<file path="src/rtl/alu.sv">
// alu: 4-bit registered ALU, 16 opcodes, registered zero/negative flags.
module alu (
  input  logic       clk,
  input  logic       rst,
  input  logic [3:0] op,
  input  logic [3:0] rx,
  input  logic [3:0] ry,
  output logic [3:0] out,
  output logic       z,
  output logic       n
);
  logic [3:0] out_q, out_d, diff, flag_src;
  logic       z_q, n_q;
  logic [1:0] sh;
  logic [7:0] rol_w, ror_w;
  assign sh    = ry[1:0];
  assign diff  = rx - ry;
  assign rol_w = {rx, rx} << sh;
  assign ror_w = {rx, rx} >> sh;
  always_comb begin
    case (op)
      4'h0:    out_d = rx + ry;
      4'h1:    out_d = diff;
      4'h2:    out_d = rx & ry;
      4'h3:    out_d = rx | ry;
      4'h4:    out_d = rx ^ ry;
      4'h5:    out_d = ~rx;
      4'h6:    out_d = rx << sh;
      4'h7:    out_d = rx >> sh;
      4'h8:    out_d = $signed(rx) >>> sh;
      4'h9:    out_d = rol_w[7:4];
      4'ha:    out_d = ror_w[3:0];
      4'hb:    out_d = rx + 4'd1;
      4'hc:    out_d = rx - 4'd1;
      4'hd:    out_d = 4'd0 - rx;
      4'he:    out_d = ry;
      default: out_d = out_q;
    endcase
  end
  // CMP keeps out but still reports flags of rx-ry
  assign flag_src = (op == 4'hf) ? diff : out_d;
  always_ff @(posedge clk or posedge rst) begin
    if (rst) begin
      out_q <= 4'd0;
      z_q   <= 1'b1;
      n_q   <= 1'b0;
    end else begin
      out_q <= out_d;
      z_q   <= flag_src == 4'd0;
      n_q   <= flag_src[3];
    end
  end
  assign out = out_q;
  assign z   = z_q;
  assign n   = n_q;
endmodule

</file>
<file path="config.mk">
export PLATFORM = sky130hd
export DESIGN_NAME = alu
export DESIGN_NICKNAME = d
export VERILOG_FILES = /design/src/rtl/alu.sv
export SDC_FILE = /design/constraint.sdc
export NUM_CORES = 1
export LEC_CHECK = 0
export ABC_AREA = 1
export CORE_MARGIN = 2
export CORE_UTILIZATION = 56
export CTS_CLUSTER_SIZE = 24
export DETAILED_ROUTE_END_ITERATION = 16
export GPL_TIMING_DRIVEN = 0
export PLACE_DENSITY_LB_ADDON = 0.08
export SLEW_MARGIN = 20
export SYNTH_ARGS = -nofsm -noshare
export SYNTH_HDL_FRONTEND = slang
export SYNTH_SLANG_ARGS = --single-unit
</file>
<file path="constraint.sdc">
create_clock -name clk -period 0.8 [get_ports clk]
set_input_delay 0.08 -clock clk [delete_from_list [all_inputs] [get_ports clk]]
set_output_delay 0.08 -clock clk [all_outputs]
set_load 0.02 [all_outputs]
</file>
# --- Word-level counts from Yosys, hierarchy flattened ---
# Cells that the tools add are included.
totals:
  in_bits: 14
  output_inout_bits: 6
  word_cells: 36
  reg_bits: 6
classes:
  mux: 2
  eq_ne: 15
  n_shift: 5
  addsub: 5
  bitwise: 4
  n_reduce_logical: 2
ops:
  columns: ["op", "n"]
  rows:
  - ["$pmux 4 s15", 1]
  - ["$eq 4x4->1 const B", 8]
  - ["$eq 4x3->1 const B", 4]
  - ["$eq 4x2->1 const B", 2]
  - ["$logic_not 4->1", 2]
  - ["$shl 8x2->8", 1]
  - ["$shr 8x2->4", 1]
  - ["$add 4x1->4 const B", 1]
  - ["$add 4x4->4", 1]
  - ["$and 4x4->4", 1]
  - ["$eq 4x1->1 const B", 1]
  - ["$mux 4", 1]
  - ["$not 4->4", 1]
  - ["$or 4x4->4", 1]
  - ["$shl 4x2->4", 1]
  - ["$shr 4x2->4", 1]
  - ["$sshr 4x2->4", 1]
  - ["$sub 1x4->4 const A", 1]
  - ["$sub 4x1->4 const B", 1]
  - ["$sub 4x4->4", 1]
  - ["$xor 4x4->4", 1]

# --- Logic depth before layout (Yosys ltp) ---
logic_depth:
  word_depth: 4
  mapped_depth: 17

# --- Worst setup path after synthesis ---
# No wires, ideal clock.
synth_timing:
  path_kind: "input-to-reg"
  from: "input port ry[1]"
  to: "register z_q, in the netlist z"
  t_required_ns: 0.736
  n_path_buf: 2
  stages: 14
  setup_slack_ns: -1.246
  setup_ns: 0.064
  t_arrival_ns: 1.982
  cell_sequence: "buf_4 > inv_2 > buf_6 > ha_1 > o21ai_0 > inv_1 > fa_1 > xnor2_1 > nand2_1 > nand2_1 > nand3b_1 > nor2_2 > nand3_2 > nor2_2"
synth_via:
  elab_chain_cells: 4
  elab_cells_between_ends: 13
  cone_classes: "add/sub: 2; shift: 5; mux: 2; bitwise: 3; reduce/logical: 1"
synth_rtl:
  columns: ["item", "line_no", "source"]
  rows:
  - ["start, declared", "7", "input logic [3:0] ry,"]
  - ["$sub 4x4->4, or another cell as far along", "17", "assign diff = rx - ry;"]
  - ["$pmux 4 s15", "21", "case (op)"]
  - ["$mux 4 (*)", "41", "assign flag_src = (op == 4'hf) ? diff : out_d;"]
  - ["$logic_not 4->1 (*)", "49", "z_q <= flag_src == 4'd0;"]
  - ["end signal, assigned", "45", "z_q <= 1'b1;"]
  - ["end signal, assigned", "49", null]
  - ["end, declared", "13", "logic z_q, n_q;"]
# Mark *: on every way between the ends. The rest lies on a longest branch, timed or not.

# --- Final worst setup path ---
# Ends and elaborated chain as after synthesis.

==> flow_metrics.tcl <==
set metrics [dict create \
    grt_max_degree 13 \
    rows 18 \
    cp.buffers_inverters 4 \
    cts-buffers-inserted 3 \
    globalRouteTotalUtil_pct 32.94 \
    multi_input_area_mm2 0.001280 \
    fin_crit_sh_pct 223.3 \
    fillers 171 \
    vias_per_cell 5.427 \
    drc 0 \
    netlist_top_cells_area "nand2_1, ha_1, dfrtp_1" \
    power_density_mw_per_mm2 1003 \
    p_comb_share_pct 63.8 \
    avgSynthCellArea_um2 5.558 \
    crit_family "simple AND/OR/NAND/NOR gates" \
    sequentialPowerShare_pct 20.1 \
    slew_headroom_pct 70.72 \
    clock-sinks 6 \
    worst_pin_slew_ns 0.4376 \
    die_area_mm2 0.003003 \
    antenna_found_initial 0 \
    crit_path_start "ry[1]" \
    floorplan.initialDensity_pct 58.87 \
    root_buffer "clkbuf_4" \
    postCtsHoldBufs 0 \
    register_area_um2 151.4 \
    ant_nets 0 \
    yosysWarnings 0 \
    crit_top_cell "nor2_2" \
    peakVddDrop_uv 1186 \
    synth_edf_count 0 \
    arrival_ns 1.97 \
    max-cap-violations 0 \
    synth_fp_nets 293 \
    rsz0062_at_grt "yes" \
    clk_pin_slew_ns 0.06 \
    end_kind "register" \
    gp_congestion 0.9599 \
    internal_power_uw 1124 \
    synthFlopType "dfrtp_1" \
    critPathRequiredTime_ns 0.99 \
    hold_class "in -> async" \
    path_max_fanout 3 \
    pre_cts_ws_ns -1.779 \
    status "finished with violations" \
    power.total_uw 2016 \
    area_growth_pct 39.05 \
    ios 20 \
    clk-insertion-delay-late_ns 0.26 \
    cp-start-kind "primary input" \
    synth_top_area_share_pct 28.31 \
    synthTopCellsByCount "nand2_1, inv_1, nor2_1" \
    cpPeakStageDelay_ns 0.34 \
    skew_ns 0 \
    drtIter0Drc 85 \
    io_buffers 19 \
    clk_path_buf_depth 2 \
    final_nets 334 \
    synth_seq_cells 6 \
    htree_levels 1 \
    hpwlAfterDp_um 3171 \
    routed_wl_um 4598 \
    synth_most_common_cell "nand2_1" \
    antenna_cells 0 \
    vias 1791 \
    synthesis.area_mm2 0.001445 \
    synth_top_area_cell "nand2_1" \
    finalWorstSetupSlack_ns -0.9862 \
    async_flop_share_pct 100.0 \
    firstDrtPassIters 4 \
    fp.dieW_um 54.80 \
    syn_inst 260 \
    switching_share_pct 44.25 \
    synth_cell_types 26 \
    p_leak_uw 0.001159 \
    cts_tree "done" \
    critPathKind "in -> reg" \
    rr_startpoint "out[0]$_DFF_PP0_" \
    switching_power_uw 891.8 \
    worstPathCellList "buf_8, buf_12, inv_8, buf_12, ha_4, xnor2_2, o21ai_1, ha_1, a21oi_2, nand2_1, nand2_1, nand2_2, o21bai_4, nor2_2, nor2_2, nand3_2, nor2_2" \
    grt_pass1_wl_um 7155 \
    hold_violations 0 \
    wl_per_cell_um 13.93 \
    core_mm2 0.002455 \
    first_global_vias 1650 \
    violations "setup timing" \
    ys_seq_area_share_pct 10.48 \
    power_frac_clock_pct 16.1 \
    crit_slowest_cell "ha_1" \
    setup_viol 12 \
    max_freq_ghz 0.5599 \
    overflow 0 \
    slew_violations 0 \
    drive_above_1_share_pct 28.33 \
    dieHeight_um 54.80 \
    finalCriticalPeriod_ns 1.786 \
]
registers in the layout, summed over array words and instances (netlist names):
signal / flops
n: 1
z: 1
out: 4
layout by cell type (no fill, tap or decap), drive strengths merged, types with 2 or more instances in the layout:
master	synthesis	layout
nand3b	2	2
and2	2	2
a21oi	4	4
nand2	113	113
buf	3	32
ha	17	17
nand3	25	25
dfrtp	5	5
clkbuf	0	7
o21ai	10	10
inv	35	35
fa	2	2
nor2	31	31
xnor2	3	3
nand4	2	2
what timing repair did:
action,CTS,global route
hold endpoints to repair,0,0
resized for setup,96,24
setup buffers,17,1
pin swaps,26,17
setup endpoints to repair,12,12
final timing paths:
path | endpoint | slack, ns | cells past startpoint
worst max-delay path | z$_DFF_PP1_ | -0.99 | 17
worst min-delay path | out[0]$_DFF_PP0_ | 0.04 | 2
worst max register to register | out[0]$_DFF_PP0_ | -0.02 | 2
worst min register to register | out[2]$_DFF_PP0_ | 0.59 | 3
max in group asynchronous | z$_DFF_PP1_ | 0.48 | 2
min in group clk | out[2]$_DFF_PP0_ | 0.42 | 6
through the flow:
step | cells | instance area, um2 | hold WS (ns) | TNS [ns] | utilization (%)
6_report | 330 | 2009 | 0.04465 | -5.379 | 81.86
5_1_grt | 330 | 2009 | 0.08116 | -5.944 | 81.86
4_1_cts | 330 | 1952 | 0.05057 | -5.297 | 79.51
3_5_place_dp | 309 | 1732 | 0.3100 | -11.09 | 70.54
3_3_place_gp | 309 | 1732 | 0.3027 | -11.00 | 70.54
2_1_floorplan | 260 | 1504 | -0.1298 | -5.188 | -
area by class of cell:
class / instances / area share [%]
Inverter: 35 / 7.285
Multi-Input combinational cell: 216 / 63.70
Clock buffer: 4 / 1.308
Buffer: 3 / 2.553
Timing Repair Buffer: 36 / 15.75
Tap cell: 30 / 1.868
Sequential cell: 6 / 7.534
power groups by stage:
stage | clock network [uW] | registers [uW] | logic [uW]
global route | 338 | 413 | 1410
global placement | 0 | 396 | 1020
CTS | 312 | 406 | 1200
floorplan | 0 | 473 | 607
detailed placement | 0 | 400 | 1030
finish | 324 | 405 | 1290
metal layers:
metal	wire length (um)	vias to the layer above	GRT usage, %
li1	-	886	-
met1	1874	790	39.71
met2	2221	101	57.34
met3	364	14	3.552
met4	137	0	15.83
met5	0	-	0
logic make-up after synthesis:
family          after synthesis  synth area share, %
simple gates                176                51.77
buf+inv                      38                11.17
compound gates               17                6.667
xor+xnor                      4                2.425
fa+ha+maj                    19                17.49
flops                         6                10.48
Note: power is estimated with default switching activity, not from simulation.
